[src/rtl/mdf_actor_pkg.sv]
// Shared types and arithmetic helpers for tagged multi-flux dataflow actors.
// Used by tagged_block_multiplier and sibling actors.
package mdf_actor_pkg;

  typedef enum logic {
    IDLE = 1'b0,
    WORK = 1'b1
  } actor_state_t;

  function automatic int tag_width(input int n);
    return (n > 1) ? $clog2(n) : 1;
  endfunction

  // Round-half-up (optional), arithmetic shift, then clamp to out_w signed.
  function automatic logic signed [63:0] sat_shift_round(
    input logic signed [63:0] p,
    input int shift,
    input int round,
    input int out_w
  );
    logic signed [63:0] v;
    logic signed [63:0] hi;
    logic signed [63:0] lo;
    v = p;
    if (round != 0 && shift > 0)
      v = v + (64'sd1 <<< (shift - 1));
    v = v >>> shift;
    hi = (64'sd1 <<< (out_w - 1)) - 64'sd1;
    lo = -(64'sd1 <<< (out_w - 1));
    if (v > hi)
      v = hi;
    else if (v < lo)
      v = lo;
    return v;
  endfunction

endpackage

[src/rtl/read_interface.sv]
// Multi-flux FIFO read port: one data word, empty and read strobe per flux.
// The actor side pops by asserting read[f] while empty[f] is low.
interface read_interface #(
  parameter int DW = 8,
  parameter int N  = 1
);
  logic [DW-1:0] dout [N];
  logic [N-1:0]  empty;
  logic [N-1:0]  read;

  modport actor (input dout, input empty, output read);
  modport fifo  (output dout, output empty, input read);
endinterface

[src/rtl/write_interface.sv]
// Multi-flux FIFO write port: shared data bus, full and write strobe per flux.
// The actor side pushes din into flux f by asserting write[f].
interface write_interface #(
  parameter int DW = 8,
  parameter int N  = 1
);
  logic [DW-1:0] din;
  logic [N-1:0]  full;
  logic [N-1:0]  write;

  modport actor (output din, output write, input full);
  modport fifo  (input din, input write, output full);
endinterface

[src/rtl/rr_arbiter.sv]
// Combinational round-robin arbiter: first requester at or after ptr wins.
// Assumes ptr < N.
module rr_arbiter #(
  parameter int N  = 2,
  parameter int IW = 1
) (
  input  logic [N-1:0]  req,
  input  logic [IW-1:0] ptr,
  output logic [IW-1:0] gnt_idx,
  output logic          gnt_vld
);

  int idx;

  // Scan from farthest to nearest so the nearest requester overwrites.
  always_comb begin
    gnt_idx = '0;
    gnt_vld = 1'b0;
    idx     = 0;
    for (int i = N - 1; i >= 0; i--) begin
      idx = int'(ptr) + i;
      if (idx >= N)
        idx = idx - N;
      if (req[idx]) begin
        gnt_idx = IW'(idx);
        gnt_vld = 1'b1;
      end
    end
  end

endmodule

[src/rtl/tagged_block_multiplier.sv]
// Multi-flux tagged block multiplier: per flux loads coeff and h x v geometry,
// then streams h*v operands out as scaled, rounded, saturated tagged products.
module tagged_block_multiplier
  import mdf_actor_pkg::*;
#(
  parameter int FLUX   = 2,
  parameter int A_W    = 18,
  parameter int B_W    = 9,
  parameter int SIZE_W = 7,
  parameter int OUT_W  = 27,
  parameter int SHIFT  = 0,
  parameter int ROUND  = 1,
  parameter int TAG_W  = tag_width(FLUX)
) (
  input logic           clk,
  input logic           rst,
  read_interface.actor  read_port_opA,
  read_interface.actor  read_port_opB,
  read_interface.actor  read_port_ext_size,
  read_interface.actor  read_port_real_size,
  write_interface.actor write_port_prod
);

  localparam int P_W = A_W + B_W;
  localparam logic [SIZE_W-1:0] ONE = SIZE_W'(1);

  actor_state_t          state [FLUX];
  logic signed [B_W-1:0] coeff [FLUX];
  logic [SIZE_W-1:0]     max_h [FLUX];
  logic [SIZE_W-1:0]     max_v [FLUX];
  logic [SIZE_W-1:0]     cnt_h [FLUX];
  logic [SIZE_W-1:0]     cnt_v [FLUX];

  logic [TAG_W-1:0]        rr_ptr;
  logic [TAG_W-1:0]        gnt_idx;
  logic [TAG_W-1:0]        out_tag;
  logic                    gnt_vld;
  logic                    out_vld;
  logic                    boot;
  logic signed [OUT_W-1:0] out_dat;
  logic [FLUX-1:0]         req;
  logic                    gnt_idle;
  logic                    gnt_work;

  logic signed [A_W-1:0] a_cur;
  logic signed [B_W-1:0] c_cur;
  logic signed [P_W-1:0] prod;
  logic signed [63:0]    p_ext;
  logic signed [63:0]    r_ext;
  logic [SIZE_W-1:0]     ld_h;
  logic [SIZE_W-1:0]     ld_v;
  logic                  unused_bits;

  // boot holds off grants in the first cycle after reset release.
  always_comb begin
    req = '0;
    for (int f = 0; f < FLUX; f++) begin
      if (state[f] == IDLE)
        req[f] = !read_port_opB.empty[f]
               && !read_port_ext_size.empty[f]
               && !read_port_real_size.empty[f];
      else
        req[f] = !read_port_opA.empty[f]
               && !write_port_prod.full[f]
               && !(out_vld && out_tag == TAG_W'(f));
    end
    if (boot)
      req = '0;
  end

  rr_arbiter #(
    .N  (FLUX),
    .IW (TAG_W)
  ) u_arb (
    .req     (req),
    .ptr     (rr_ptr),
    .gnt_idx (gnt_idx),
    .gnt_vld (gnt_vld)
  );

  assign gnt_idle = gnt_vld && (state[gnt_idx] == IDLE);
  assign gnt_work = gnt_vld && (state[gnt_idx] == WORK);

  always_comb begin
    read_port_opA.read       = '0;
    read_port_opB.read       = '0;
    read_port_ext_size.read  = '0;
    read_port_real_size.read = '0;
    if (gnt_idle) begin
      read_port_opB.read[gnt_idx]       = 1'b1;
      read_port_ext_size.read[gnt_idx]  = 1'b1;
      read_port_real_size.read[gnt_idx] = 1'b1;
    end
    if (gnt_work)
      read_port_opA.read[gnt_idx] = 1'b1;
  end

  always_comb begin
    a_cur = read_port_opA.dout[gnt_idx][A_W-1:0];
    c_cur = coeff[gnt_idx];
    prod  = a_cur * c_cur;
    p_ext = {{(64 - P_W){prod[P_W-1]}}, prod};
    r_ext = sat_shift_round(p_ext, SHIFT, ROUND, OUT_W);
    ld_h  = read_port_real_size.dout[gnt_idx][SIZE_W-1:0];
    ld_v  = read_port_ext_size.dout[gnt_idx][SIZE_W-1:0];
    if (ld_h == '0)
      ld_h = ONE;
    if (ld_v == '0)
      ld_v = ONE;
  end

  // Tag bits on incoming words carry no information for this actor.
  always_comb begin
    unused_bits = ^r_ext[63:OUT_W];
    for (int f = 0; f < FLUX; f++) begin
      unused_bits = unused_bits
                  ^ (^read_port_opA.dout[f][TAG_W+A_W-1:A_W])
                  ^ (^read_port_opB.dout[f][TAG_W+B_W-1:B_W])
                  ^ (^read_port_ext_size.dout[f][TAG_W+SIZE_W-1:SIZE_W])
                  ^ (^read_port_real_size.dout[f][TAG_W+SIZE_W-1:SIZE_W]);
    end
  end

  always_ff @(posedge clk or posedge rst) begin
    if (rst) begin
      for (int f = 0; f < FLUX; f++) begin
        state[f] <= IDLE;
        coeff[f] <= '0;
        max_h[f] <= '0;
        max_v[f] <= '0;
        cnt_h[f] <= '0;
        cnt_v[f] <= '0;
      end
      rr_ptr  <= '0;
      out_vld <= 1'b0;
      out_tag <= '0;
      out_dat <= '0;
      boot    <= 1'b1;
    end else begin
      boot    <= 1'b0;
      out_vld <= gnt_work;
      if (gnt_vld)
        rr_ptr <= (gnt_idx == TAG_W'(FLUX - 1)) ? '0 : gnt_idx + TAG_W'(1);
      if (gnt_idle) begin
        state[gnt_idx] <= WORK;
        coeff[gnt_idx] <= read_port_opB.dout[gnt_idx][B_W-1:0];
        max_h[gnt_idx] <= ld_h;
        max_v[gnt_idx] <= ld_v;
        cnt_h[gnt_idx] <= '0;
        cnt_v[gnt_idx] <= '0;
      end
      if (gnt_work) begin
        out_tag <= gnt_idx;
        out_dat <= r_ext[OUT_W-1:0];
        if (cnt_h[gnt_idx] == max_h[gnt_idx] - ONE) begin
          cnt_h[gnt_idx] <= '0;
          if (cnt_v[gnt_idx] == max_v[gnt_idx] - ONE) begin
            cnt_v[gnt_idx] <= '0;
            state[gnt_idx] <= IDLE;
          end else begin
            cnt_v[gnt_idx] <= cnt_v[gnt_idx] + ONE;
          end
        end else begin
          cnt_h[gnt_idx] <= cnt_h[gnt_idx] + ONE;
        end
      end
    end
  end

  always_comb begin
    write_port_prod.write = '0;
    if (out_vld)
      write_port_prod.write[out_tag] = 1'b1;
    write_port_prod.din = {out_tag, out_dat};
  end

endmodule

[src/flat_wrapper.sv]
// flat-port wrapper written by rule: the top's interface ports become plain ports
module tagged_block_multiplier_flat import mdf_actor_pkg::*;
#(
  parameter int FLUX   = 2,
  parameter int A_W    = 18,
  parameter int B_W    = 9,
  parameter int SIZE_W = 7,
  parameter int OUT_W  = 27,
  parameter int SHIFT  = 0,
  parameter int ROUND  = 1,
  parameter int TAG_W  = tag_width(FLUX)
)
  (clk, rst, read_port_opA_dout, read_port_opA_empty, read_port_opA_read, read_port_opB_dout, read_port_opB_empty, read_port_opB_read, read_port_ext_size_dout, read_port_ext_size_empty, read_port_ext_size_read, read_port_real_size_dout, read_port_real_size_empty, read_port_real_size_read, write_port_prod_din, write_port_prod_write, write_port_prod_full);
  read_interface #(.DW(TAG_W + A_W), .N(FLUX)) read_port_opA_i ();
  read_interface #(.DW(TAG_W + B_W), .N(FLUX)) read_port_opB_i ();
  read_interface #(.DW(TAG_W + SIZE_W), .N(FLUX)) read_port_ext_size_i ();
  read_interface #(.DW(TAG_W + SIZE_W), .N(FLUX)) read_port_real_size_i ();
  write_interface #(.DW(TAG_W + OUT_W), .N(FLUX)) write_port_prod_i ();
  input logic clk;
  input logic rst;
  input wire logic [$bits(read_port_opA_i.dout)-1:0] read_port_opA_dout;
  input wire logic [$bits(read_port_opA_i.empty)-1:0] read_port_opA_empty;
  output wire logic [$bits(read_port_opA_i.read)-1:0] read_port_opA_read;
  input wire logic [$bits(read_port_opB_i.dout)-1:0] read_port_opB_dout;
  input wire logic [$bits(read_port_opB_i.empty)-1:0] read_port_opB_empty;
  output wire logic [$bits(read_port_opB_i.read)-1:0] read_port_opB_read;
  input wire logic [$bits(read_port_ext_size_i.dout)-1:0] read_port_ext_size_dout;
  input wire logic [$bits(read_port_ext_size_i.empty)-1:0] read_port_ext_size_empty;
  output wire logic [$bits(read_port_ext_size_i.read)-1:0] read_port_ext_size_read;
  input wire logic [$bits(read_port_real_size_i.dout)-1:0] read_port_real_size_dout;
  input wire logic [$bits(read_port_real_size_i.empty)-1:0] read_port_real_size_empty;
  output wire logic [$bits(read_port_real_size_i.read)-1:0] read_port_real_size_read;
  output wire logic [$bits(write_port_prod_i.din)-1:0] write_port_prod_din;
  output wire logic [$bits(write_port_prod_i.write)-1:0] write_port_prod_write;
  input wire logic [$bits(write_port_prod_i.full)-1:0] write_port_prod_full;
  assign read_port_opA_i.dout = {>>{read_port_opA_dout}};
  assign read_port_opA_i.empty = read_port_opA_empty;
  assign read_port_opA_read = read_port_opA_i.read;
  assign read_port_opB_i.dout = {>>{read_port_opB_dout}};
  assign read_port_opB_i.empty = read_port_opB_empty;
  assign read_port_opB_read = read_port_opB_i.read;
  assign read_port_ext_size_i.dout = {>>{read_port_ext_size_dout}};
  assign read_port_ext_size_i.empty = read_port_ext_size_empty;
  assign read_port_ext_size_read = read_port_ext_size_i.read;
  assign read_port_real_size_i.dout = {>>{read_port_real_size_dout}};
  assign read_port_real_size_i.empty = read_port_real_size_empty;
  assign read_port_real_size_read = read_port_real_size_i.read;
  assign write_port_prod_din = write_port_prod_i.din;
  assign write_port_prod_write = write_port_prod_i.write;
  assign write_port_prod_i.full = write_port_prod_full;
  tagged_block_multiplier #(.FLUX(FLUX), .A_W(A_W), .B_W(B_W), .SIZE_W(SIZE_W), .OUT_W(OUT_W), .SHIFT(SHIFT), .ROUND(ROUND), .TAG_W(TAG_W)) u_core (.clk(clk), .rst(rst), .read_port_opA(read_port_opA_i), .read_port_opB(read_port_opB_i), .read_port_ext_size(read_port_ext_size_i), .read_port_real_size(read_port_real_size_i), .write_port_prod(write_port_prod_i));
endmodule
[config.mk]
export PLATFORM = sky130hd
export DESIGN_NAME = tagged_block_multiplier_flat
export DESIGN_NICKNAME = d
export VERILOG_FILES = /design/src/rtl/mdf_actor_pkg.sv /design/src/rtl/read_interface.sv /design/src/rtl/write_interface.sv /design/src/rtl/rr_arbiter.sv /design/src/rtl/tagged_block_multiplier.sv /design/src/flat_wrapper.sv
export SDC_FILE = /design/constraint.sdc
export NUM_CORES = 1
export LEC_CHECK = 0
export ABC_AREA = 1
export CAP_MARGIN = 20
export CELL_PAD_IN_SITES_DETAIL_PLACEMENT = 1
export CELL_PAD_IN_SITES_GLOBAL_PLACEMENT = 1
export CORE_MARGIN = 1.5
export CORE_UTILIZATION = 43
export CTS_CLUSTER_SIZE = 30
export DETAILED_ROUTE_END_ITERATION = 10
export PLACE_DENSITY_LB_ADDON = 0.1
export SLEW_MARGIN = 20
export SYNTH_ARGS = -nofsm -noshare
export SYNTH_HDL_FRONTEND = slang
export SYNTH_SLANG_ARGS = --single-unit
[constraint.sdc]
create_clock -name clk -period 7.6 [get_ports clk]
set_clock_uncertainty 0.1 [all_clocks]
set_input_delay 1.9 -clock clk [delete_from_list [all_inputs] [get_ports clk]]
set_output_delay 1.9 -clock clk [all_outputs]
set_load 0.005 [all_outputs]
==> metrics.txt <==
# TYPE chip_impl_metric gauge
chip_impl_metric{name="h-tree-depth",unit=""} 3
chip_impl_metric{name="worst-r2r-cell-count",unit=""} 34
chip_impl_metric{name="remaining_drc_errors",unit=""} 0
chip_impl_metric{name="worst_reg_to_reg_setup_slack",unit="ps"} 850
chip_impl_metric{name="ant_nets",unit=""} 0
chip_impl_info{name="min-delay-start",value="u_core.out_dat[4]$_DFFE_PP0P_"} 1
chip_impl_metric{name="worst_path_maximum_fanout",unit=""} 7
chip_impl_info{name="cp_slowest_cell",value="sky130_fd_sc_hd__fa_1"} 1
chip_impl_metric{name="synth.cell_area",unit="sq um"} 12400
chip_impl_metric{name="grt_antenna_before_repair",unit=""} 0
chip_impl_metric{name="max_freq",unit="GHz"} 0.128
chip_impl_metric{name="final-hold-violation-count",unit=""} 0
chip_impl_info{name="synth_commonest_cells",value="sky130_fd_sc_hd__nand2_1 (518), sky130_fd_sc_hd__inv_1 (262), sky130_fd_sc_hd__nor2_1 (157)"} 1
chip_impl_metric{name="synthCells",unit=""} 1721
chip_impl_metric{name="via_per_inst",unit=""} 5.68
chip_impl_metric{name="chip_width",unit="microns"} 172
chip_impl_info{name="cp-end-kind",value="flip-flop"} 1
chip_impl_metric{name="timing_worst_slew_pin_value",unit="ps"} 999
chip_impl_metric{name="grt_pass1_wl",unit="microns"} 76600
chip_impl_info{name="crit_start",value="write_port_prod_full[0]"} 1
chip_impl_metric{name="detail_route.first_pass.iterations",unit=""} 5
chip_impl_metric{name="numCtsBuffers",unit=""} 9
chip_impl_metric{name="post_synth_num_cell_types",unit=""} 43
chip_impl_metric{name="drv.max_cap_violation_count",unit=""} 0
chip_impl_info{name="timing.setup.critical_path_class",value="in -> reg"} 1
chip_impl_metric{name="worst_slack",unit="ps"} -241
chip_impl_metric{name="share_of_the_core_filled_with_cells",unit=""} 0.607
chip_impl_info{name="cell_mode_on_critical_path",value="sky130_fd_sc_hd__nor2_2"} 1
chip_impl_metric{name="period_minus_slack",unit="ps"} 7840
chip_impl_metric{name="gr-usage-all-layers",unit=""} 0.341
chip_impl_metric{name="boundaryPins",unit=""} 140
chip_impl_metric{name="row_count",unit=""} 61
chip_impl_info{name="rsz0062_at_grt",value="true"} 1
chip_impl_metric{name="synth.net_count",unit=""} 2016
chip_impl_info{name="critical_path.endpoint",value="u_core.out_dat[26]$_DFFE_PP0P_"} 1
chip_impl_info{name="setup.worst_path.start_class",value="input port"} 1
chip_impl_metric{name="buffers_from_clock_root_to_sink_at_most",unit=""} 2
chip_impl_metric{name="clk_transition_reported_paths",unit="ps"} 90
chip_impl_metric{name="max-slew-margin-rel",unit=""} 0.330
chip_impl_metric{name="clock_sinks",unit=""} 107
chip_impl_metric{name="period_share",unit=""} 1.03
chip_impl_metric{name="setup_viol",unit=""} 11
chip_impl_metric{name="holdPathStages",unit=""} 2
chip_impl_metric{name="port_buffers",unit=""} 131
chip_impl_metric{name="yosys_warnings",unit=""} 0
chip_impl_metric{name="synth_edf_count",unit=""} 0
chip_impl_metric{name="worstSkewPairLatency",unit="ps"} 380
chip_impl_metric{name="netlist.area_leader.share",unit=""} 0.216
chip_impl_metric{name="finalWeightedCongestion",unit=""} 0.906
chip_impl_info{name="violations_in_the_final_reports",value="setup timing"} 1
chip_impl_metric{name="grt_overflow",unit=""} 0
chip_impl_info{name="cts-root-buf",value="sky130_fd_sc_hd__clkbuf_16"} 1
chip_impl_metric{name="placeableCoreArea",unit="sq um"} 28000
chip_impl_metric{name="power.density_cell_area",unit="nW/um^2"} 314
chip_impl_metric{name="yosys_register_bits",unit=""} 107
chip_impl_info{name="path_delay_family",value="adder cells"} 1
chip_impl_metric{name="design.die.area",unit="sq um"} 29700
chip_impl_metric{name="detail_route.wirelength",unit="microns"} 57700
chip_impl_metric{name="synth-seq-area-share",unit=""} 0.217
chip_impl_info{name="hp-class",value="reg -> reg"} 1
chip_impl_metric{name="cp.depth",unit=""} 34
chip_impl_info{name="post-synth-top-count-cell",value="sky130_fd_sc_hd__nand2_1"} 1
chip_impl_info{name="ys_top_cells_by_area",value="sky130_fd_sc_hd__fa_1 (22%), sky130_fd_sc_hd__dfrtp_1 (21%), sky130_fd_sc_hd__nand2_1 (16%), sky130_fd_sc_hd__inv_1 (8.0%), sky130_fd_sc_hd__ha_1 (6.1%)"} 1
chip_impl_metric{name="fraction_of_final_layout_cells_sized_beyond_drive_strength_1",unit=""} 0.230
chip_impl_info{name="timing.rr.end",value="u_core.out_dat[26]$_DFFE_PP0P_"} 1
chip_impl_metric{name="synth-async-reset-ratio",unit=""} 1.00
chip_impl_metric{name="start_util",unit=""} 0.441
chip_impl_metric{name="max-vdd-ir-drop",unit="V"} 0.000219
chip_impl_info{name="clock_tree_from_tritoncts",value="built"} 1
chip_impl_metric{name="power_leakage",unit="nW"} 8.66
chip_impl_metric{name="routed-via-count",unit=""} 13600
chip_impl_metric{name="number_of_buffers_and_inverters_on_the_critical_path",unit=""} 11
chip_impl_info{name="yosys.area.top_type",value="sky130_fd_sc_hd__fa_1"} 1
chip_impl_metric{name="drt-initial-drc-count",unit=""} 886
chip_impl_metric{name="vias_in_the_first_global_route",unit=""} 14100
chip_impl_metric{name="synthesis.area_per_instance",unit="sq um"} 7.18
chip_impl_metric{name="die_y",unit="microns"} 172
chip_impl_metric{name="wire_per_inst",unit="microns"} 24.1
chip_impl_metric{name="area.growth.synth_to_final",unit="%"} 37.6
chip_impl_metric{name="worstPathRequired",unit="ps"} 7760
chip_impl_info{name="synth_ff_type",value="sky130_fd_sc_hd__dfrtp_1"} 1
chip_impl_metric{name="power",unit="W"} 0.00534
chip_impl_metric{name="hpwl",unit="microns"} 31800
chip_impl_metric{name="final-max-slew-violation-count",unit=""} 0
chip_impl_metric{name="cp_slowest_stage_delay",unit="ps"} 570
chip_impl_metric{name="final_nets",unit=""} 2304
chip_impl_metric{name="n_antenna_cell",unit=""} 0
chip_impl_metric{name="pin_count_of_the_biggest_net_entering_global_routing",unit=""} 75
chip_impl_metric{name="arrival",unit="ps"} 8000
chip_impl_info{name="reg2reg_from",value="u_core.state[1]$_DFF_PP0_"} 1
chip_impl_info{name="outcome",value="finished, violations left"} 1
==> cell usage in the layout (no fill, tap or decap), drive strengths merged, types with 60 or more instances in the layout <==
cell type      instances
buf                  216
ha                    60
fa                   133
clkdlybuf4s50        121
nand3                139
o21ai                133
dfrtp                106
nor2                 164
inv                  267
nand2                532
==> tightest hold or removal path, cell delays in order (launching register included) <==
cell and delay, ps:
sky130_fd_sc_hd__dfrtp_1 360, sky130_fd_sc_hd__nand2_1 60, sky130_fd_sc_hd__nand2_1 60
==> worst min path at each step <==
stage                                          end  slack [ps]
floorplan              u_core.coeff[0]$_DFFE_PP0P_         350
global placement     u_core.out_dat[2]$_DFFE_PP0P_         360
detailed placement   u_core.out_dat[4]$_DFFE_PP0P_         370
CTS                 u_core.out_dat[21]$_DFFE_PP0P_         390
global route         u_core.out_dat[4]$_DFFE_PP0P_         430
finish               u_core.out_dat[4]$_DFFE_PP0P_         400
==> sequential cells by signal (all words and copies together), names as in the netlist <==
signal,count
u_core.out_dat,27
u_core.coeff,18
u_core.cnt_h,14
u_core.cnt_v,14
u_core.max_h,14
u_core.max_v,14
u_core.state,2
u_core.boot,1
u_core.out_tag,1
u_core.out_vld,1
u_core.rr_ptr,1
==> logic make-up after synthesis <==
kind of cell / Yosys count / share of synthesized area
flops: 107 / 0.217
compound gates: 185 / 0.0802
other cells: 1 / 0.000304
simple gates: 861 / 0.290
fa+ha+maj: 193 / 0.276
xor+xnor: 30 / 0.0213
buf+inv: 344 / 0.115
==> stage by stage <==
step | instance area [sq um] | setup slack, ps | TNS (ps) | hold slack [ps] | cells
2_1_floorplan | 12400 | 4.73 | 0 | 348 | 1721
3_3_place_gp | 15000 | -553 | -5680 | 363 | 2308
3_5_place_dp | 15000 | -730 | -8730 | 372 | 2308
4_1_cts | 16200 | -59.9 | -81.6 | 390 | 2354
5_1_grt | 17000 | -347 | -2520 | 425 | 2392
6_report | 17000 | -241 | -1110 | 399 | 2392
==> layer usage <==
| metal | track usage | up-vias | wire length, microns |
|---|---|---|---|
| li1 | - | 5871 | - |
| met1 | 0.382 | 6702 | 21600 |
| met2 | 0.618 | 696 | 28100 |
| met3 | 0.0568 | 328 | 3400 |
| met4 | 0.182 | 0 | 4590 |
| met5 | 0 | - | 0 |
==> area by class of cell <==
| cell class | instances | area [sq um] |
|---|---|---|
| clock buffer | 10 | 229 |
| clock inverter | 6 | 51.3 |
| fill | 3455 | 11000 |
| inverter | 273 | 1050 |
| multi-input combinational | 1271 | 9260 |
| sequential | 107 | 2680 |
| tap | 378 | 473 |
| timing repair buffer | 346 | 3260 |
| timing repair inverter | 1 | 7.51 |
==> power breakdown <==
part           internal, W  switching, W
logic              0.00184       0.00225
registers         0.000677     0.0000923
clock network     0.000228      0.000251
==> repair_timing <==
item / in CTS / in global routing
setup buffers: 24 / 40
pin swaps: 77 / 75
hold buffers: 0 / 0
setup endpoints to repair: 14 / 17
gates cloned: 6 / 0
hold endpoints to repair: 0 / 0
gates resized for setup: 137 / 137
Power figures use the tool's default switching activity.
